[config.mk]
export PLATFORM = sky130hd
export DESIGN_NAME = ctrl_decode_pipe_flat
export DESIGN_NICKNAME = d
export VERILOG_FILES = /design/src/rtl/ctrl_decode_pipe_pkg.sv /design/src/rtl/ctrl_decode_pipe_if.sv /design/src/rtl/ctrl_decode_pipe_comb.sv /design/src/rtl/ctrl_decode_pipe.sv /design/src/flat_wrapper.sv
export SDC_FILE = /design/constraint.sdc
export NUM_CORES = 1
export LEC_CHECK = 0
export CAP_MARGIN = 20
export CELL_PAD_IN_SITES_DETAIL_PLACEMENT = 1
export CELL_PAD_IN_SITES_GLOBAL_PLACEMENT = 1
export CORE_ASPECT_RATIO = 1.1
export CORE_MARGIN = 4
export CORE_UTILIZATION = 31
export CTS_CLUSTER_DIAMETER = 120
export CTS_CLUSTER_SIZE = 10
export DETAILED_ROUTE_END_ITERATION = 7
export GPL_ROUTABILITY_DRIVEN = 0
export PLACE_DENSITY = 0.79
export SLEW_MARGIN = 20
export SYNTH_ARGS = -nofsm -noshare
export SYNTH_HDL_FRONTEND = slang
export SYNTH_SLANG_ARGS = --single-unit
[constraint.sdc]
create_clock -name clk -period 3.1 [get_ports clk]
set_clock_uncertainty 0.2 [all_clocks]
set_input_delay 0.62 -clock clk [delete_from_list [all_inputs] [get_ports clk]]
set_output_delay 0.62 -clock clk [all_outputs]
set_load 0.02 [all_outputs]
[src/rtl/ctrl_decode_pipe_pkg.sv]
// Shared opcode/funct constants, ALU select encodings and control-bit helpers
// for the registered control/decode stage.
package ctrl_decode_pipe_pkg;

  localparam logic [5:0] OP_ALU = 6'd7;
  localparam logic [5:0] OP_LW  = 6'd8;
  localparam logic [5:0] OP_SW  = 6'd9;

  localparam logic [5:0] FN_ADD = 6'd32;
  localparam logic [5:0] FN_SUB = 6'd34;
  localparam logic [5:0] FN_AND = 6'd36;
  localparam logic [5:0] FN_OR  = 6'd37;
  localparam logic [5:0] FN_MUL = 6'd50;

  typedef enum logic [1:0] {
    SEL_ADD = 2'b00,
    SEL_SUB = 2'b01,
    SEL_AND = 2'b10,
    SEL_OR  = 2'b11
  } sel_alu_e;

  // Low (non-register) part of the control word, MSB first.
  typedef struct packed {
    logic     rf_wr;
    logic     alu1_mux;
    sel_alu_e sel_alu;
    logic     mul_st;
    logic     alu2_mux;
    logic     mem_wr;
    logic     mux_sel_wb;
  } ctrl_bits_t;

  localparam int unsigned CTRL_BITS_W = $bits(ctrl_bits_t);

  function automatic ctrl_bits_t mk_bits(input logic rf_wr, input logic alu1,
                                         input sel_alu_e sel, input logic mul,
                                         input logic alu2, input logic mem,
                                         input logic wb);
    return {rf_wr, alu1, sel, mul, alu2, mem, wb};
  endfunction

  // Control bits of the NOP word; register fields are all-ones in the full word.
  function automatic ctrl_bits_t nop_bits();
    return mk_bits(1'b0, 1'b0, SEL_AND, 1'b0, 1'b1, 1'b0, 1'b0);
  endfunction

endpackage

[src/rtl/ctrl_decode_pipe_if.sv]
// Instruction-in / control-word-out handshake bundle of the decode stage.
interface ctrl_decode_pipe_if
  import ctrl_decode_pipe_pkg::*;
#(
  parameter int unsigned REG_AW = 5
);
  localparam int unsigned CW_W = 3 * REG_AW + CTRL_BITS_W;

  logic            instr_valid;
  logic [31:0]     instr;
  logic            instr_ready;
  logic            out_valid;
  logic            out_ready;
  logic [CW_W-1:0] ctrl_out;
  logic            illegal;
  logic            mul_busy;

  modport master (
    output instr_valid, instr, out_ready,
    input  instr_ready, out_valid, ctrl_out, illegal, mul_busy
  );

  modport slave (
    input  instr_valid, instr, out_ready,
    output instr_ready, out_valid, ctrl_out, illegal, mul_busy
  );

endinterface

[src/rtl/ctrl_decode_pipe_comb.sv]
// Pure combinational instruction decode: instr -> control word + illegal flag.
module ctrl_decode_pipe_comb
  import ctrl_decode_pipe_pkg::*;
#(
  parameter int unsigned REG_AW = 5,
  localparam int unsigned CW_W  = 3 * REG_AW + CTRL_BITS_W
) (
  input  logic [31:0]     instr,
  output logic [CW_W-1:0] cw_c,
  output logic            illegal_c
);

  logic [5:0]        op;
  logic [5:0]        fn;
  logic [REG_AW-1:0] rs_o;
  logic [REG_AW-1:0] rt_o;
  logic [REG_AW-1:0] rd_o;
  ctrl_bits_t        bits;
  logic              unused_shamt;

  assign op           = instr[31:26];
  assign fn           = instr[5:0];
  assign unused_shamt = ^instr[10:6];

  // Field extraction and per-opcode control bits; unknown encodings fall back to NOP.
  always_comb begin
    rs_o      = '1;
    rt_o      = '1;
    rd_o      = '1;
    bits      = nop_bits();
    illegal_c = 1'b0;
    case (op)
      OP_LW: begin
        rs_o = REG_AW'(instr[25:21]);
        rt_o = REG_AW'(instr[20:16]);
        rd_o = REG_AW'(instr[20:16]);
        bits = mk_bits(1'b1, 1'b1, SEL_ADD, 1'b0, 1'b1, 1'b0, 1'b1);
      end
      OP_SW: begin
        rs_o = REG_AW'(instr[25:21]);
        rt_o = REG_AW'(instr[20:16]);
        rd_o = '0;
        bits = mk_bits(1'b0, 1'b1, SEL_ADD, 1'b0, 1'b1, 1'b1, 1'b1);
      end
      OP_ALU: begin
        rs_o = REG_AW'(instr[25:21]);
        rt_o = REG_AW'(instr[20:16]);
        rd_o = REG_AW'(instr[15:11]);
        case (fn)
          FN_ADD:  bits = mk_bits(1'b1, 1'b0, SEL_ADD, 1'b0, 1'b1, 1'b0, 1'b0);
          FN_SUB:  bits = mk_bits(1'b1, 1'b0, SEL_SUB, 1'b0, 1'b1, 1'b0, 1'b0);
          FN_AND:  bits = mk_bits(1'b1, 1'b0, SEL_AND, 1'b0, 1'b1, 1'b0, 1'b0);
          FN_OR:   bits = mk_bits(1'b1, 1'b0, SEL_OR,  1'b0, 1'b1, 1'b0, 1'b0);
          FN_MUL:  bits = mk_bits(1'b1, 1'b0, SEL_ADD, 1'b1, 1'b0, 1'b0, 1'b0);
          default: begin
            bits      = mk_bits(1'b1, 1'b0, SEL_SUB, 1'b0, 1'b1, 1'b0, 1'b0);
            illegal_c = 1'b1;
          end
        endcase
      end
      default: illegal_c = 1'b1;
    endcase
    cw_c = {rs_o, rt_o, rd_o, bits};
  end

endmodule

[src/rtl/ctrl_decode_pipe.sv]
// Registered decode stage: valid/ready handshake, load-use bubbling and
// multiplier issue stall around the combinational decoder.
module ctrl_decode_pipe
  import ctrl_decode_pipe_pkg::*;
#(
  parameter int unsigned REG_AW  = 5,
  parameter int unsigned MUL_LAT = 4
) (
  input logic               clk,
  input logic               rst_n,
  ctrl_decode_pipe_if.slave bus
);

  localparam int unsigned CW_W  = 3 * REG_AW + CTRL_BITS_W;
  localparam int unsigned CNT_W = (MUL_LAT > 1) ? $clog2(MUL_LAT) : 1;
  localparam logic [CW_W-1:0] NOP_WORD = {{(3 * REG_AW){1'b1}}, nop_bits()};

  logic [CW_W-1:0]   ctrl_q, ctrl_d;
  logic              valid_q, valid_d;
  logic              illegal_q, illegal_d;
  logic              is_lw_q, is_lw_d;
  logic [CNT_W-1:0]  mul_cnt_q, mul_cnt_d;
  logic              mul_busy_q, mul_busy_d;

  logic [CW_W-1:0]   dec_cw;
  logic              dec_illegal;
  logic [5:0]        in_op;
  logic [REG_AW-1:0] in_rs, in_rt, held_rd;
  logic              load_en, hazard, accept, in_is_mul;

  ctrl_decode_pipe_comb #(.REG_AW(REG_AW)) u_dec (
    .instr     (bus.instr),
    .cw_c      (dec_cw),
    .illegal_c (dec_illegal)
  );

  assign in_op     = bus.instr[31:26];
  assign in_rs     = REG_AW'(bus.instr[25:21]);
  assign in_rt     = REG_AW'(bus.instr[20:16]);
  assign in_is_mul = (in_op == OP_ALU) && (bus.instr[5:0] == FN_MUL);
  assign held_rd   = ctrl_q[CTRL_BITS_W +: REG_AW];

  // Handshake: load-use hazard against the held LW, stall while the multiplier is busy.
  always_comb begin
    load_en = !valid_q || bus.out_ready;
    hazard  = valid_q && is_lw_q && (held_rd != '0) &&
              ((in_rs == held_rd) ||
               (((in_op == OP_ALU) || (in_op == OP_SW)) && (in_rt == held_rd)));
    bus.instr_ready = load_en && (mul_cnt_q == '0) && !hazard;
    accept  = bus.instr_valid && bus.instr_ready;
  end

  // Next state of the output register and multiplier stall counter.
  always_comb begin
    ctrl_d    = ctrl_q;
    valid_d   = valid_q;
    illegal_d = illegal_q;
    is_lw_d   = is_lw_q;
    mul_cnt_d = mul_cnt_q;
    if (mul_cnt_q != '0) mul_cnt_d = mul_cnt_q - CNT_W'(1);
    if (load_en) begin
      if (accept) begin
        ctrl_d    = dec_cw;
        valid_d   = 1'b1;
        illegal_d = dec_illegal;
        is_lw_d   = (in_op == OP_LW);
        if (in_is_mul) mul_cnt_d = CNT_W'(MUL_LAT - 1);
      end else begin
        ctrl_d    = NOP_WORD;
        valid_d   = 1'b0;
        illegal_d = 1'b0;
        is_lw_d   = 1'b0;
      end
    end
    mul_busy_d = (mul_cnt_d != '0);
  end

  // State registers.
  always_ff @(posedge clk or negedge rst_n) begin
    if (!rst_n) begin
      ctrl_q     <= NOP_WORD;
      valid_q    <= 1'b0;
      illegal_q  <= 1'b0;
      is_lw_q    <= 1'b0;
      mul_cnt_q  <= '0;
      mul_busy_q <= 1'b0;
    end else begin
      ctrl_q     <= ctrl_d;
      valid_q    <= valid_d;
      illegal_q  <= illegal_d;
      is_lw_q    <= is_lw_d;
      mul_cnt_q  <= mul_cnt_d;
      mul_busy_q <= mul_busy_d;
    end
  end

  assign bus.out_valid = valid_q;
  assign bus.ctrl_out  = ctrl_q;
  assign bus.illegal   = illegal_q;
  assign bus.mul_busy  = mul_busy_q;

endmodule

[src/flat_wrapper.sv]
// flat-port wrapper written by rule: the top's interface ports become plain ports
module ctrl_decode_pipe_flat import ctrl_decode_pipe_pkg::*;
#(
  parameter int unsigned REG_AW  = 5,
  parameter int unsigned MUL_LAT = 4
)
  (clk, rst_n, bus_instr_valid, bus_instr, bus_out_ready, bus_instr_ready, bus_out_valid, bus_ctrl_out, bus_illegal, bus_mul_busy);
  ctrl_decode_pipe_if #(.REG_AW(REG_AW)) bus_i ();
  input logic clk;
  input logic rst_n;
  input wire logic [$bits(bus_i.instr_valid)-1:0] bus_instr_valid;
  input wire logic [$bits(bus_i.instr)-1:0] bus_instr;
  input wire logic [$bits(bus_i.out_ready)-1:0] bus_out_ready;
  output wire logic [$bits(bus_i.instr_ready)-1:0] bus_instr_ready;
  output wire logic [$bits(bus_i.out_valid)-1:0] bus_out_valid;
  output wire logic [$bits(bus_i.ctrl_out)-1:0] bus_ctrl_out;
  output wire logic [$bits(bus_i.illegal)-1:0] bus_illegal;
  output wire logic [$bits(bus_i.mul_busy)-1:0] bus_mul_busy;
  assign bus_i.instr_valid = bus_instr_valid;
  assign bus_i.instr = bus_instr;
  assign bus_i.out_ready = bus_out_ready;
  assign bus_instr_ready = bus_i.instr_ready;
  assign bus_out_valid = bus_i.out_valid;
  assign bus_ctrl_out = bus_i.ctrl_out;
  assign bus_illegal = bus_i.illegal;
  assign bus_mul_busy = bus_i.mul_busy;
  ctrl_decode_pipe #(.REG_AW(REG_AW), .MUL_LAT(MUL_LAT)) u_core (.clk(clk), .rst_n(rst_n), .bus(bus_i));
endmodule
==> results.json, run 1 <==
{
  "dpl_cell_area_sq_um": 2210,
  "cp.arrival_ns": 2.15,
  "power_mw": 0.756,
  "core_area_sq_um": 4380,
  "fin_hold_ws_ns": 0.299,
  "grt_setup_unrepaired": "false",
  "ys_ff_latch": 28,
  "portBuffers": 57,
  "holdCritPathClass": "reg2reg",
  "cts_buffers": 3,
  "syn_area_sq_um": 1440,
  "h-tree-depth": 1,
  "crit_path_start_kind": "input pin",
  "seq_area_sq_um": 722,
  "cts-root-buf": "clkbuf_8",
  "finalCritPeriodShare_pct": 95.8,
  "rows": 25,
  "layout_common_cells": "clkdlybuf4s50_1, buf_4, dfstp_2",
  "synth_edf_count": 0,
  "start_util_pct": 32.8,
  "grt_pass1_wl_mm": 7.75,
  "final_cell_area_sq_um": 2290,
  "clk_pin_slew_ns": 0.10,
  "clock-sinks": 28,
  "grt_max_degree": 29,
  "maxSlewViolCount": 0,
  "drc_errors": 0,
  "status": "complete, no violations",
  "final-hold-violation-count": 0,
  "setup-tns-final_ns": 0,
  "maxCapViolations": 0,
  "wl_mm": 4.80,
  "antenna_cells": 0,
  "ys_warn_count": 0,
  "peakVddDrop_v": 0.000119,
  "cts_tree": "yes",
  "leakage_nw": 0.913,
  "period_minus_slack_ns": 2.97,
  "firstDrtPassIters": 4,
  "slowest_stage": "clkdlybuf4s50_1",
  "synth-seq-area-share_pct": 50.2,
  "clockBufferDepth": 2,
  "slowest_delay_ns": 0.47,
  "end_kind": "primary output",
  "io_pins": 63,
  "ys_types": 42,
  "dieArea_sq_um": 5790,
  "path_max_fanout": 2,
  "die_x_um": 72.9,
  "antenna_found_initial": 0,
  "ys.flop_type": "dfstp_2",
  "overflow": 0,
  "setup_viol": 0,
  "synth_fp_nets": 155,
  "vias_per_cell": 5.19,
  "final_util_pct": 52.4,
  "crit_family": "buffers and inverters",
  "drt_iter0_markers": 24,
  "synthCells": 119,
  "final_nets": 235,
  "die_y_um": 79.4,
  "worst_slew_pin_slew_ns": 0.709,
  "path_cells": "clkdlybuf4s50_1 -> or3b_4 -> a21oi_4 -> a31oi_4 -> nor4b_2 -> buf_2",
  "drive_above_1_share_pct": 32.8,
  "ys_async_sr_fraction_pct": 100,
  "syn2layout_area_growth_pct": 59.5,
  "num_vias": 1308,
  "final_common_cell": "clkdlybuf4s50_1",
  "hpwl_mm": 3.69,
  "multi_input_area_sq_um": 692,
  "relSlewSlack_pct": 52.7,
  "crit_buf_inv": 2,
  "powerDensity_nw_per_um2": 329,
  "nFillCells": 467,
  "antenna_left": 0,
  "syn_area_per_cell_sq_um": 12.1,
  "fmax_ghz": 0.337,
  "grt_pass1_vias": 1484,
  "path_class": "in2out",
  "worstSkewPairLatency_ns": 0.28,
  "wl_per_cell_um": 19.0,
  "cp.required_ns": 2.28,
  "grt_util_all_layers_pct": 17.3
}
==> path summary, 6_finish.rpt <==
| kind | cells past startpoint | slack [ns] | startpoint | end |
|---|---|---|---|---|
| max in group asynchronous | 2 | 1.87 | rst_n | u_core.bus.ctrl_out[14]$_DFFE_PN1N_ |
| worst max-delay path | 6 | 0.13 | bus_instr[29] | bus_instr_ready |
| worst min-delay path | 1 | 0.30 | u_core.bus.ctrl_out[3]$_DFFE_PN0N_ | u_core.bus.ctrl_out[3]$_DFFE_PN0N_ |
| worst min register to register | 1 | 0.30 | u_core.bus.ctrl_out[3]$_DFFE_PN0N_ | u_core.bus.ctrl_out[3]$_DFFE_PN0N_ |
| min in group asynchronous | 2 | 0.52 | rst_n | u_core.bus.mul_busy$_DFF_PN0_ |
| worst max register to register | 6 | 0.95 | u_core.bus.ctrl_out[9]$_DFFE_PN1N_ | u_core.bus.mul_busy$_DFF_PN0_ |
==> registers in the layout, indices dropped and copies added, names as in the netlist <==
| signal | cells |
|---|---|
| u_core.bus.out_valid | 1 |
| u_core.bus.illegal | 1 |
| u_core.mul_cnt_q | 2 |
| u_core.is_lw_q | 1 |
| u_core.bus.ctrl_out | 22 |
| u_core.bus.mul_busy | 1 |
==> routing by layer <==
metal  GRT usage, %  vias to the layer above  share of wire [%]
met5              0                        -                  0
met4           6.09                        0                1.3
met3           2.90                        5                4.4
met2           31.1                       38                 54
met1           20.2                      654                 40
li1               -                      611                  -
==> synth_stat cells (all sizes together), types with 2 or more instances <==
cell,number,area share [%]
inv,3,0.78
nor3,2,0.70
dfrtp,11,19
nor4b,2,2.7
a21o,6,3.7
a21oi,2,0.96
nor2,7,2.0
nand2,5,1.3
nand4,2,0.87
xnor2,10,6.1
nand2b,2,0.87
dfstp,17,31
o22a,16,10
clkbuf,3,0.78
or2,2,0.87
a32o,4,2.8
a22o,7,4.3
buf,3,1.7
==> cell type report <==
cell class	instances	share of cell area [%]
timing repair buffer	81	32.5
multi-input combinational	82	30.2
clock buffer	4	2.40
inverter	3	0.491
tap	54	2.95
sequential	28	31.5
==> kinds of logic after synthesis <==
family | count (synthesis) | share of synthesized area, %
compound gates | 42 | 27.2
buf+inv | 9 | 3.22
simple gates | 30 | 13.2
xor+xnor | 10 | 6.09
flops | 28 | 50.2
==> report_power, final <==
part | internal (mW) | total (mW) | switching (mW) | leakage [nW]
Sequential | 0.375 | 0.380 | 0.00516 | 0.328
Clock | 0.114 | 0.230 | 0.117 | 0.0288
Combinational | 0.0784 | 0.145 | 0.0669 | 0.556
==> through the flow <==
stage | worst slack (ns) | instances
3_3_place_gp | -0.269 | 247
6_report | 0.131 | 252
5_1_grt | 0.0684 | 252
2_1_floorplan | 0.342 | 119
3_5_place_dp | -0.316 | 247
4_1_cts | 0.0147 | 252
==> timing repair <==
item,in CTS,in global routing
hold buffers,0,0
buffers inserted,1,0
resized for setup,8,2
pin swaps,1,1
endpoints found under the setup margin,1,1
Note: power is estimated with default switching activity, not from simulation.
==> run 2, diff against run 1 <==
--- a/config.mk
+++ b/config.mk
@@ -6,17 +6,15 @@
 export NUM_CORES = 1
 export LEC_CHECK = 0
 export CAP_MARGIN = 20
-export CELL_PAD_IN_SITES_DETAIL_PLACEMENT = 1
-export CELL_PAD_IN_SITES_GLOBAL_PLACEMENT = 1
 export CORE_ASPECT_RATIO = 1.1
-export CORE_MARGIN = 4
-export CORE_UTILIZATION = 31
+export CORE_UTILIZATION = 47
 export CTS_CLUSTER_DIAMETER = 120
 export CTS_CLUSTER_SIZE = 10
 export DETAILED_ROUTE_END_ITERATION = 7
 export GPL_ROUTABILITY_DRIVEN = 0
-export PLACE_DENSITY = 0.79
+export PLACE_DENSITY = 0.82
 export SLEW_MARGIN = 20
 export SYNTH_ARGS = -nofsm -noshare
 export SYNTH_HDL_FRONTEND = slang
+export SYNTH_HIERARCHICAL = 1
 export SYNTH_SLANG_ARGS = --single-unit
==> run 2 against run 1 <==
Power increased by 16%. Final cell count up 34%. Sequential cell count increased by 1. Setup slack lost 0.072 ns. Critical path depth is the same. Sequential share of layout area down 4.8 points. Sequential power is 3% higher. Global-route usage rose by 7.7 points. Critical path type unchanged. Critical endpoint unchanged. Highest routed layer unchanged.
==> results.json, run 2 <==
{
  "powerDensity_nw_per_um2": 314,
  "synth_edf_count": 0,
  "path_class": "in2out",
  "overflow": 0,
  "path_max_fanout": 2,
  "ys_ff_latch": 29,
  "rows": 24,
  "drive_above_1_share_pct": 24.9,
  "dpl_cell_area_sq_um": 2680,
  "cts-root-buf": "clkbuf_8",
  "syn_area_sq_um": 2030,
  "ys_warn_count": 6,
  "cp.arrival_ns": 2.22,
  "worstSkewPairLatency_ns": 0.28,
  "io_pins": 63,
  "setup-tns-final_ns": 0,
  "grt_pass1_vias": 1823,
  "final-hold-violation-count": 0,
  "antenna_found_initial": 0,
  "holdCritPathClass": "reg2reg",
  "cts_hold_buf": 0,
  "drt_iter0_markers": 121,
  "end_kind": "primary output",
  "h-tree-depth": 2,
  "synth_fp_nets": 259,
  "cts_tree": "yes",
  "dieArea_sq_um": 4580,
  "synth_top_area_share_pct": 22.0,
  "layout_setup_ws_ns": 0.0590,
  "clock-sinks": 29,
  "yosysTopAreaCell": "dfstp_2",
  "drc_errors": 0,
  "clockBufferDepth": 2,
  "synthCells": 223,
  "setup_viol": 0,
  "crit_path_start_kind": "input pin",
  "grt_max_degree": 43,
  "peakVddDrop_v": 0.000162,
  "grt_util_all_layers_pct": 24.9,
  "finalCritPeriodShare_pct": 98.1,
  "fmax_ghz": 0.329,
  "cp.required_ns": 2.28,
  "largest_reg_flops": 23,
  "antenna_cells": 0,
  "period_minus_slack_ns": 3.04,
  "yosysMostFrequentCell": "a21oi_1",
  "synth_commonest_cells": "a21oi_1, nor2_1, dfstp_2, nand4b_1",
  "start_util_pct": 50.0,
  "firstDrtPassIters": 4,
  "grt_setup_unrepaired": "false",
  "core_area_sq_um": 4050,
  "leakage_nw": 1.11,
  "vias_per_cell": 5.84,
  "portBuffers": 57,
  "layout_common_cells": "clkdlybuf4s50_1, a21oi_1, nor2_1",
  "ys_async_sr_fraction_pct": 100,
  "antenna_left": 0,
  "maxSlewViolCount": 0,
  "final_util_pct": 69.1,
  "final_common_cell": "clkdlybuf4s50_1",
  "grt_pass1_wl_mm": 8.68,
  "die_x_um": 64.6,
  "ys_top_cells_by_area": "dfstp_2, dfrtp_1, a21oi_1",
  "maxCapViolations": 0,
  "ys.flop_type": "dfstp_2",
  "status": "complete, no violations",
  "syn_area_per_cell_sq_um": 9.10,
  "relSlewSlack_pct": 46.6,
  "final_nets": 320,
  "final_cell_area_sq_um": 2800,
  "die_y_um": 70.9,
  "worst_slew_pin_slew_ns": 0.799,
  "syn2layout_area_growth_pct": 38.2,
  "cts_buffers": 5,
  "num_vias": 1968,
  "wl_mm": 5.37,
  "ys_types": 48,
  "dp_slack_ns": -0.502,
  "wl_per_cell_um": 15.9,
  "synth-seq-area-share_pct": 36.8,
  "clk_pin_slew_ns": 0.06
}
## run 2: cell count changes in the layout (fill, tap and decap cells not counted), sizes merged, moves of 5 or more
cell,before,now
a21o,6,0
dlymetal6s2s,0,6
nand4,2,9
clkdlybuf4s50,56,50
o22a,16,0
a21oi,2,43
nand4b,1,17
buf,25,20
a221o,0,5
nor2,7,23
or2,2,10
## run 2: metal layers
layer / track usage, % / wire (um) / vias up
met5: 0 / 0 / -
met4: 10.6 / 107 / 0
met3: 3.87 / 229 / 9
met2: 41.1 / 2680 / 65
met1: 32.5 / 2350 / 941
li1: - / - / 953
## run 2: cell families (layout without fill, tap and decap cells)
family,count (synthesis),in the layout,synth area share (%)
muxes,1,1,0.555
AOI/OAI and AO/OA,68,68,21.5
DFF,29,29,36.8
buffers and inverters,24,86,6.35
xor gates and xnor gates,10,10,4.32
and+or+nand+nor,91,91,30.4
## run 2: final timing paths
path,slack [ns],start,cells past startpoint,end
min in group asynchronous,0.53,rst_n,2,u_core/is_lw_q$_DFFE_PN0N_
min,0.29,u_core/mul_cnt_q[0]$_DFF_PN0_,1,u_core/mul_cnt_q[0]$_DFF_PN0_
min reg2reg,0.29,u_core/mul_cnt_q[0]$_DFF_PN0_,1,u_core/mul_cnt_q[0]$_DFF_PN0_
max in group asynchronous,1.84,rst_n,2,u_core/bus.ctrl_out[12]$_DFFE_PN1N_
max reg2reg,0.95,u_core/bus.ctrl_out[10]$_DFFE_PN1N_,5,u_core/bus.ctrl_out[3]$_DFFE_PN0N_
max,0.06,bus_instr[16],6,bus_instr_ready
## run 2: what timing repair did
action                     4_1_cts  5_1_grt
setup buffers                    0        1
gates resized for setup          8        6
pin swaps                        2        2
setup endpoints to repair        1        1
## run 2: per-stage QoR
stage	hold WS, ns	total power, mW	instances
final	0.294	0.879	337
after global routing	0.311	0.916	337
after CTS	0.291	0.884	336
after detailed placement	0.282	0.563	328
after global placement	0.268	0.560	328
after floorplan	0.124	0.474	223
## run 2: layout make-up
type	instances	area [sq um]
Inverter	2	7.51
Multi-Input combinational cell	170	1170
Timing Repair Buffer	76	723
Clock buffer	8	90.1
Fill cell	332	1250
Sequential cell	29	747
Tap cell	52	65.1
## run 2: critical path: stages
cell             delay, ns
clkdlybuf4s50_1       0.50
xnor2_1               0.13
nand2_1               0.09
or4_4                 0.54
and4_1                0.18
buf_2                 0.16
## run 2: power breakdown
part	switching [mW]	total, mW	internal, mW
combinational	0.0843	0.166	0.0814
clock	0.139	0.320	0.181
sequential	0.00556	0.393	0.388
